--- config.mk ---
export PLATFORM = sky130hd
export DESIGN_NAME = mpadd_seq_112
export DESIGN_NICKNAME = d
export VERILOG_FILES = /design/src/rtl/mpadd_seq_112_pkg.sv /design/src/rtl/add32_112.sv /design/src/rtl/mpadd_seq_112.sv
export SDC_FILE = /design/constraint.sdc
export NUM_CORES = 1
export LEC_CHECK = 0
export ABC_AREA = 1
export CAP_MARGIN = 20
export CORE_UTILIZATION = 48
export CTS_BUF_LIST = sky130_fd_sc_hd__clkbuf_8
export CTS_CLUSTER_DIAMETER = 60
export CTS_CLUSTER_SIZE = 25
export DETAILED_ROUTE_END_ITERATION = 7
export PLACE_DENSITY = 0.87
export SLEW_MARGIN = 20
export SYNTH_ARGS = -nofsm -noshare
export SYNTH_HDL_FRONTEND = slang
export SYNTH_SLANG_ARGS = --single-unit
--- constraint.sdc ---
create_clock -name clk -period 4 [get_ports clk]
set_input_delay 0.4 -clock clk [delete_from_list [all_inputs] [get_ports clk]]
set_output_delay 0.4 -clock clk [all_outputs]
set_load 0.005 [all_outputs]
--- src/rtl/mpadd_seq_112_pkg.sv ---
// Shared types and constants for the word-serial multi-precision add/subtract sequencer.
package mpadd_seq_112_pkg;

  localparam int unsigned WORD_W = 32;

  typedef enum logic [1:0] {
    IDLE  = 2'd0,
    RUN   = 2'd1,
    DRAIN = 2'd2,
    DONE  = 2'd3
  } state_e;

  localparam logic OP_ADD = 1'b0;
  localparam logic OP_SUB = 1'b1;

  // Subtraction adds the ones' complement of B; the +1 comes in through the initial carry.
  function automatic logic [WORD_W-1:0] eff_b(input logic [WORD_W-1:0] b, input logic op);
    return (op == OP_ADD) ? b : ~b;
  endfunction

endpackage

--- src/rtl/add32_112.sv ---
// 32-bit carry-lookahead adder: 4-bit lookahead groups with the group carries chained.
module add32_112
  import mpadd_seq_112_pkg::*;
(
  input  logic [WORD_W-1:0] a,
  input  logic [WORD_W-1:0] b,
  input  logic              c0,
  output logic [WORD_W-1:0] sum_c,
  output logic              c32_c
);

  localparam int unsigned GRP_W = 4;
  localparam int unsigned N_GRP = WORD_W / GRP_W;

  logic [WORD_W-1:0] g;
  logic [WORD_W-1:0] p;
  logic [WORD_W:0]   c;
  logic [N_GRP-1:0]  gg;
  logic [N_GRP-1:0]  gp;

  always_comb begin
    g  = a & b;
    p  = a ^ b;
    gg = '0;
    gp = '0;
    c  = '0;
    c[0] = c0;
    for (int i = 0; i < int'(N_GRP); i++) begin
      gg[i] = g[4*i+3]
            | (p[4*i+3] & g[4*i+2])
            | (p[4*i+3] & p[4*i+2] & g[4*i+1])
            | (p[4*i+3] & p[4*i+2] & p[4*i+1] & g[4*i]);
      gp[i] = &p[4*i +: 4];
      // In-group carries all look ahead from the group's carry-in.
      c[4*i+1] = g[4*i] | (p[4*i] & c[4*i]);
      c[4*i+2] = g[4*i+1] | (p[4*i+1] & g[4*i]) | (p[4*i+1] & p[4*i] & c[4*i]);
      c[4*i+3] = g[4*i+2] | (p[4*i+2] & g[4*i+1]) | (p[4*i+2] & p[4*i+1] & g[4*i])
               | (p[4*i+2] & p[4*i+1] & p[4*i] & c[4*i]);
      c[4*i+4] = gg[i] | (gp[i] & c[4*i]);
    end
    sum_c = p ^ c[WORD_W-1:0];
    c32_c = c[WORD_W];
  end

endmodule

--- src/rtl/mpadd_seq_112.sv ---
// Word-serial multi-precision add/subtract sequencer, LS word first, carry chained through a register.
// Optional signed-overflow output `ovf` is built when MPADD_OVF_DETECT_EN is defined.
module mpadd_seq_112
  import mpadd_seq_112_pkg::*;
#(
  parameter int unsigned WORDS = 4,
  parameter int unsigned IDX_W = 4
) (
  input  logic              clk,
  input  logic              rst_n,
  input  logic              start,
  input  logic              sub,
  input  logic              in_valid,
  output logic              in_ready,
  input  logic [WORD_W-1:0] a_word,
  input  logic [WORD_W-1:0] b_word,
  output logic              out_valid,
  input  logic              out_ready,
  output logic [WORD_W-1:0] s_word,
  output logic              out_last,
  output logic              carry_out,
  output logic              busy,
  output logic              done
`ifdef MPADD_OVF_DETECT_EN
  ,
  output logic              ovf
`endif
);

  state_e            state;
  state_e            next_state;
  logic              sub_q;
  logic              carry_q;
  logic [IDX_W-1:0]  idx;
  logic [WORD_W-1:0] b_eff;
  logic [WORD_W-1:0] sum;
  logic              c32;
  logic              in_fire;
  logic              out_fire;
  logic              last_c;
  logic              start_c;

  assign b_eff    = eff_b(b_word, sub_q);
  assign in_ready = (state == RUN) && (!out_valid || out_ready);
  assign in_fire  = in_valid && in_ready;
  assign out_fire = out_valid && out_ready;
  assign last_c   = (idx == IDX_W'(WORDS - 1));
  assign start_c  = (state == IDLE) && start;

  add32_112 u_add (
    .a     (a_word),
    .b     (b_eff),
    .c0    (carry_q),
    .sum_c (sum),
    .c32_c (c32)
  );

  // State register
  always_ff @(posedge clk or negedge rst_n) begin
    if (!rst_n) state <= IDLE;
    else        state <= next_state;
  end

  // Next-state logic
  always_comb begin
    next_state = state;
    unique case (state)
      IDLE:    if (start) next_state = RUN;
      RUN:     if (in_fire && last_c) next_state = DRAIN;
      DRAIN:   if (out_fire && out_last) next_state = DONE;
      DONE:    next_state = IDLE;
      default: next_state = IDLE;
    endcase
  end

  // Status flags are registered off the next state so they track the state register exactly.
  always_ff @(posedge clk or negedge rst_n) begin
    if (!rst_n) begin
      busy <= 1'b0;
      done <= 1'b0;
    end else begin
      busy <= (next_state != IDLE);
      done <= (next_state == DONE);
    end
  end

  // Datapath: op latch, index, carry chain and the single output register
  always_ff @(posedge clk or negedge rst_n) begin
    if (!rst_n) begin
      sub_q     <= OP_ADD;
      carry_q   <= 1'b0;
      idx       <= '0;
      out_valid <= 1'b0;
      s_word    <= '0;
      out_last  <= 1'b0;
      carry_out <= 1'b0;
    end else if (start_c) begin
      sub_q     <= sub;
      carry_q   <= (sub == OP_SUB);
      idx       <= '0;
      carry_out <= 1'b0;
    end else if (in_fire) begin
      s_word    <= sum;
      carry_q   <= c32;
      out_valid <= 1'b1;
      out_last  <= last_c;
      // Holding the index on the last word keeps it from wrapping when WORDS == 2**IDX_W.
      idx       <= last_c ? idx : idx + IDX_W'(1);
      if (last_c) carry_out <= c32;
    end else if (out_fire) begin
      out_valid <= 1'b0;
    end
  end

`ifdef MPADD_OVF_DETECT_EN
  logic ovf_c;

  // Signed overflow: operand signs agree and the result sign differs from them.
  assign ovf_c = (a_word[WORD_W-1] ~^ b_eff[WORD_W-1]) & (sum[WORD_W-1] ^ a_word[WORD_W-1]);

  always_ff @(posedge clk or negedge rst_n) begin
    if (!rst_n)                  ovf <= 1'b0;
    else if (start_c)            ovf <= 1'b0;
    else if (in_fire && last_c)  ovf <= ovf_c;
  end
`endif

endmodule

==> results of run 1 <==
[how the worst max path moves through the flow]
stage,startpoint,endpoint,slack [ns],depth (start not counted)
floorplan,sub_q,s_word[29],1.06,24
global placement,b_word[0],s_word[29],0.79,23
detailed placement,b_word[0],s_word[29],0.71,23
CTS,sub_q,s_word[29],0.81,22
global route,sub_q,s_word[29],0.42,21
finish,sub_q,s_word[29],0.85,22
[worst register-to-register path: stages (launching register included)]
cell,delay (ns)
dfrtp_2,0.73
xor2_1,0.20
ha_1,0.31
nand2_1,0.04
nand2_1,0.09
nand3_1,0.07
nand2_1,0.08
nand2_1,0.05
nand2_1,0.07
nand2_1,0.05
nand2_1,0.08
nand2_1,0.05
nand2_1,0.08
nand2_1,0.07
nand2_2,0.08
nand2_2,0.05
nand2_2,0.08
nand2_2,0.06
nand2_4,0.07
inv_2,0.05
fa_1,0.40
xor2_1,0.14
o21ai_0,0.15
[layout make-up]
class                           instances  area share
Clock buffer                            5      0.0151
Clock inverter                          3     0.00466
Inverter                               51      0.0420
Multi-Input combinational cell        300       0.432
Sequential cell                        45       0.247
Tap cell                               77      0.0211
Timing Repair Buffer                  109       0.238
[per-layer routing]
layer / share of wire / track usage
met3: 0.035 / 0.0214
met4: 0.015 / 0.0652
met2: 0.51 / 0.422
met1: 0.44 / 0.258
met5: 0 / 0
[layout by cell type, fill, tap and decap left out, drive strengths merged]
| master | instances |
|---|---|
| a211oi | 3 |
| inv | 52 |
| clkinv | 1 |
| o21bai | 2 |
| nand3 | 18 |
| o21ai | 35 |
| ha | 33 |
| xnor2 | 11 |
| a21oi | 18 |
| o211ai | 1 |
| clkinvlp | 1 |
| o31ai | 1 |
| nor3 | 4 |
| and3 | 1 |
| nor2 | 27 |
| a31oi | 1 |
| fa | 8 |
| xor2 | 39 |
| clkbuf | 5 |
| buf | 3 |
| clkdlybuf4s50 | 106 |
| nand2 | 95 |
| dfrtp | 45 |
| nor3b | 1 |
| nand4 | 2 |
[stage by stage]
step | instance area (um2) | hold slack, ns | util | setup WS, ns | instances
final | 4560 | 0.0888 | 0.698 | 0.850 | 590
after global routing | 4560 | 0.144 | 0.698 | 0.421 | 590
after CTS | 4560 | 0.301 | 0.698 | 0.810 | 590
after detailed placement | 4470 | 0.471 | 0.684 | 0.705 | 582
after global placement | 4470 | 0.467 | 0.684 | 0.786 | 582
after floorplan | 3330 | 0.104 | - | 1.06 | 407
[cells by family (layout without fill, tap and decap cells)]
kind of cell | after synthesis | count (layout) | share of synthesized area
DFF | 45 | 45 | 0.338
AOI/OAI and AO/OA | 61 | 61 | 0.101
adders and majority gates | 41 | 41 | 0.172
buffers and inverters | 62 | 168 | 0.0710
and+or+nand+nor | 148 | 148 | 0.187
xor gates and xnor gates | 50 | 50 | 0.131
[flip-flops by register name (all words and copies together) (netlist names)]
| signal | flops |
|---|---|
| out_last | 1 |
| idx | 4 |
| busy | 1 |
| carry_q | 1 |
| out_valid | 1 |
| carry_out | 1 |
| state | 2 |
| done | 1 |
| s_word | 32 |
| sub_q | 1 |
[power breakdown]
part | leakage [nW] | total [W] | internal (W) | switching [W]
combinational | 1.63 | 0.00202 | 0.000988 | 0.00103
clock | 0.0445 | 0.000288 | 0.000124 | 0.000164
sequential | 0.558 | 0.000835 | 0.000669 | 0.000165
total | 2.23 | 0.00314 | 0.00178 | 0.00136
==> results.sh, run 1 <==
export IMPL_status="finished, final reports clean"
export IMPL_port_buffers=107
export IMPL_vias=2965
export IMPL_yosysTopAreaCell="dfrtp_1"
export IMPL_crit_top_cell="nand2_1"
export IMPL_yosysSeqAreaShare=0.338
export IMPL_synth_avg_cell_area_um2=8.19
export IMPL_ys_ff_latch=45
export IMPL_period_needed_ns=3.15
export IMPL_antenna_cells=0
export IMPL_reg2regPathDepth=22
export IMPL_initial_core_util=0.510
export IMPL_endpoint_kind="register"
export IMPL_grt_usage=0.220
export IMPL_nFillCells=526
export IMPL_maxCapViolCount=0
export IMPL_clk_pin_slew_ns=0.09
export IMPL_cts_resized=0
export IMPL_die_area_mm2=0.00728
export IMPL_grt_overflow=0
export IMPL_synth_edf_count=0
export IMPL_numCtsBuffers=5
export IMPL_finalSetupViolCount=0
export IMPL_cp_num_buf_inv=1
export IMPL_core_mm2=0.00653
export IMPL_critPathSlowestCell="dfrtp_2"
export IMPL_arrival_ns=3.37
export IMPL_drt_initial_drc_count=111
export IMPL_yosys_top_cells_count="88 x nand2_1, 49 x inv_1, 45 x dfrtp_1, 39 x xor2_1, 33 x ha_1"
export IMPL_synth_warnings=0
export IMPL_start_kind="register"
export IMPL_routedWlPerCell_um=12.4
export IMPL_multi_input_area_mm2=0.00197
export IMPL_synthToLayoutAreaGrowth_pct=36.9
export IMPL_drv_slew=0
export IMPL_hold_viol=0
export IMPL_htree_levels=2
export IMPL_fin_tns_setup_ns=0
export IMPL_pin_count=108
export IMPL_async_reset_ff_frac=1.00
export IMPL_syn_inst=407
export IMPL_path_cells="xor2_1 -> ha_1 -> nand2_1 -> nand2_1 -> nand3_1 -> nand2_1 -> nand2_1 -> nand2_1 -> nand2_1 -> nand2_1 -> nand2_1 -> nand2_1 -> nand2_1 -> nand2_2 -> nand2_2 -> nand2_2 -> nand2_2 -> nand2_4 -> inv_2 -> fa_1 -> xor2_1 -> o21ai_0"
export IMPL_synth_distinct_cells=29
export IMPL_synth_top_area_share=0.338
export IMPL_pwr_density_cell_mw_per_mm2=689
export IMPL_fp_dieW_um=85.3
export IMPL_fmax_ghz=0.317
export IMPL_grt_pass1_vias=3009
export IMPL_finalClockSkew_ns=0.00758
export IMPL_cp_required_ns=4.22
export IMPL_syn_area_mm2=0.00333
export IMPL_finalWirelength_mm=7.32
export IMPL_vias_per_cell=5.03
export IMPL_ys_top_cells_by_area="dfrtp_1 34%, ha_1 12%, xor2_1 10%, nand2_1 9.9%, inv_1 5.5%"
export IMPL_leakagePower_nw=2.23
export IMPL_drive_gt1_frac=0.0507
export IMPL_ant_nets=0
export IMPL_crit_family="simple AND/OR/NAND/NOR gates"
export IMPL_synth_ff_type="dfrtp_1"
export IMPL_post_synth_top_count_cell="nand2_1"
export IMPL_grt_setup_unrepaired="false"
export IMPL_cts_num_sinks=45
export IMPL_die_height_um=85.3
export IMPL_first_pass_iters=4
export IMPL_period_share=0.788
export IMPL_tritoncts="yes"
export IMPL_cts_root_buffer="clkbuf_8"
export IMPL_grt_max_degree=64
export IMPL_drc=0
export IMPL_holdBufCountCts=0
export IMPL_ir_drop_mv=0.340
export IMPL_num_rows=29
export IMPL_clk_latency_ns=0.29
export IMPL_postCtsSetupBuffers=0
export IMPL_seq_area_mm2=0.00113
export IMPL_synth_fp_nets=518
export IMPL_grt_pass1_wl_mm=12.8
export IMPL_slew_headroom=0.618
export IMPL_antenna_found_initial=0
export IMPL_r2r_end="s_word[29]"
export IMPL_regToRegSetupSlack_ns=0.85
export IMPL_reg2reg_from="sub_q"
export IMPL_cp_max_fo=19
export IMPL_max_stage_delay_ns=0.73
export IMPL_hpwl_mm=5.76
export IMPL_crit_type="register to register"
export IMPL_finalPower_w=0.00314
export IMPL_hold_class="input port to asynchronous set/reset pin"
export IMPL_gp_congestion=0.815
export IMPL_cts_max_path_buffers=2
export IMPL_worstMarginPinSlew_ns=0.573
export IMPL_nets=623
(Power assumes the default switching activity.)
==> inputs of run 2 (changes only) <==
==> constraint.sdc (replaced) <==
create_clock -name clk -period 3 [get_ports clk]
set_input_delay 0.3 -clock clk [delete_from_list [all_inputs] [get_ports clk]]
set_output_delay 0.3 -clock clk [all_outputs]
set_load 0.005 [all_outputs]
==> run 2 against run 1 <==
Compared with the run above:
- critical path type unchanged
- clock skew rose by 0.0039 ns
- final area rose by 6.0%
- worst setup slack got worse by 0.82 ns
- final cell count rose by 3.2%
- global-route usage rose by 1.2 points
- critical endpoint is now s_word[28]
- critical path depth fell by 7
==> results.sh, run 2 (synthesized netlist as in run 1, its figures left out) <==
export IMPL_nets=642
export IMPL_tritoncts="yes"
export IMPL_grt_pass1_vias=3107
export IMPL_layout_common_cells="106 x clkdlybuf4s50_1, 82 x nand2_1, 48 x inv_1, 44 x dfrtp_1, 39 x xor2_1"
export IMPL_grt_pass1_wl_mm=13.4
export IMPL_status="finished, final reports clean"
export IMPL_clk_latency_ns=0.30
export IMPL_ir_drop_mv=0.437
export IMPL_start_kind="register"
export IMPL_initial_core_util=0.510
export IMPL_grtUsageMet3=0.0311
export IMPL_slew_headroom=0.548
export IMPL_leakagePower_nw=2.37
export IMPL_period_needed_ns=2.97
export IMPL_grt_util_met1=0.267
export IMPL_htree_levels=2
export IMPL_clockPowerShare=0.085
export IMPL_hold_viol=0
export IMPL_antenna_found_initial=0
export IMPL_placement_cell_area_mm2=0.00457
export IMPL_grt_overflow=0
export IMPL_die_height_um=85.3
export IMPL_routedWlPerCell_um=13.2
export IMPL_final_area_mm2=0.00484
export IMPL_drive_gt1_frac=0.124
export IMPL_switchingPower_w=0.00199
export IMPL_grt_setup_unrepaired="true"
export IMPL_vias_per_cell=5.10
export IMPL_finalSetupViolCount=0
export IMPL_drt_initial_drc_count=107
export IMPL_pwr_density_cell_mw_per_mm2=956
export IMPL_arrival_ns=3.20
export IMPL_synthToLayoutAreaGrowth_pct=45.1
export IMPL_grt_usage=0.231
export IMPL_holdBufCountCts=0
export IMPL_fin_tns_setup_ns=0
export IMPL_drc=0
export IMPL_top_regs="s_word (32), idx (4), state (2)"
export IMPL_worstMarginPinSlew_ns=0.678
export IMPL_grt_busiest_layer="met2"
export IMPL_drv_slew=0
export IMPL_mostFrequentLayoutCell="clkdlybuf4s50_1"
export IMPL_hold_class="input port to asynchronous set/reset pin"
export IMPL_p_comb_frac=0.681
export IMPL_finalWirelength_mm=8.04
export IMPL_period_share=0.990
export IMPL_maxCapViolCount=0
export IMPL_crit_type="register to register"
export IMPL_cts_root_buffer="clkbuf_8"
export IMPL_cp_max_fo=17
export IMPL_cp_required_ns=3.23
export IMPL_die_area_mm2=0.00728
export IMPL_fmax_ghz=0.337
export IMPL_finalPower_w=0.00462
export IMPL_antenna_cells=0
export IMPL_core_mm2=0.00653
export IMPL_grtUsageMet2=0.439
export IMPL_gp_congestion=0.820
export IMPL_regMostFlops="s_word"
export IMPL_pin_count=108
export IMPL_clk_pin_slew_ns=0.10
export IMPL_port_buffers=107
export IMPL_cts_num_sinks=45
export IMPL_switching_share=0.430
export IMPL_grt_max_degree=38
export IMPL_endpoint_kind="register"
export IMPL_fp_dieW_um=85.3
export IMPL_finalClockSkew_ns=0.0115
export IMPL_num_rows=29
export IMPL_largest_reg_flops=32
export IMPL_hpwl_mm=6.12
export IMPL_first_pass_iters=4
export IMPL_seq_power_share=0.234
export IMPL_ant_nets=0
export IMPL_cts_max_path_buffers=2
export IMPL_intPower_w=0.00263
export IMPL_numCtsBuffers=5
export IMPL_vias=3107
[run 2: cell count changes in the layout (fill, tap and decap cells not counted), sizes merged]
cell	delta
buf	+19
[run 2: layout make-up]
type | instances | area (um2)
Sequential cell | 45 | 1130
Timing Repair Buffer | 128 | 1230
Tap cell | 77 | 96.3
Multi-Input combinational cell | 300 | 2090
Fill cell | 471 | 1700
Clock buffer | 5 | 68.8
Clock inverter | 3 | 25.0
Inverter | 51 | 194
[run 2: layer usage]
| layer | vias up | part of all wire |
|---|---|---|
| li1 | 1547 | - |
| met1 | 1466 | 0.41 |
| met2 | 83 | 0.53 |
| met3 | 11 | 0.039 |
| met4 | 0 | 0.021 |
| met5 | - | 0 |
[run 2: path summary, 6_finish.rpt]
kind | startpoint | endpoint | slack (ns) | depth (start not counted)
setup / recovery | sub_q | s_word[28] | 0.03 | 15
hold / removal | rst_n | s_word[9] | 0.02 | 1
setup reg to reg | sub_q | s_word[28] | 0.03 | 15
hold reg to reg | s_word[13] | s_word[13] | 0.49 | 2
max in group asynchronous | rst_n | s_word[23] | 2.28 | 2
min in group clk | s_word[13] | s_word[13] | 0.49 | 2
[run 2: power groups by stage]
stage               Clock (W)  Combinational, W  Sequential, W
global route         0.000433           0.00355        0.00111
detailed placement          0           0.00287        0.00110
CTS                  0.000402           0.00302        0.00108
floorplan                   0           0.00178        0.00107
finish               0.000392           0.00315        0.00108
global placement            0           0.00273        0.00110
[run 2: per-stage QoR]
stage                     utilization  hold WS [ns]  cells  setup WS, ns
after floorplan                     -       0.00441    407        0.0591
after global placement          0.699         0.361    595       -0.0808
after detailed placement        0.699         0.374    595        -0.209
after CTS                       0.727        0.0385    609      -0.00494
after global routing            0.740        0.0655    609        -0.163
final                           0.740        0.0188    609        0.0310
[run 2: repair_timing]
item / 4_1_cts / 5_1_grt
gates cloned: 0 / 0
buffers inserted: 6 / 2
pin swaps: 6 / 9
gates resized for setup: 10 / 24
setup endpoints to repair: 2 / 14
[run 2: worst max-delay path: stages, from the launching register on]
cell,delay (ns)
dfrtp_4,0.55
buf_6,0.17
buf_4,0.23
xor2_1,0.19
ha_1,0.34
a21oi_2,0.19
o21bai_1,0.09
a21oi_1,0.17
nand2_2,0.09
nand2_2,0.08
nand2_4,0.06
nand2_4,0.07
nand2_4,0.05
inv_4,0.06
fa_2,0.43
o21ai_2,0.11
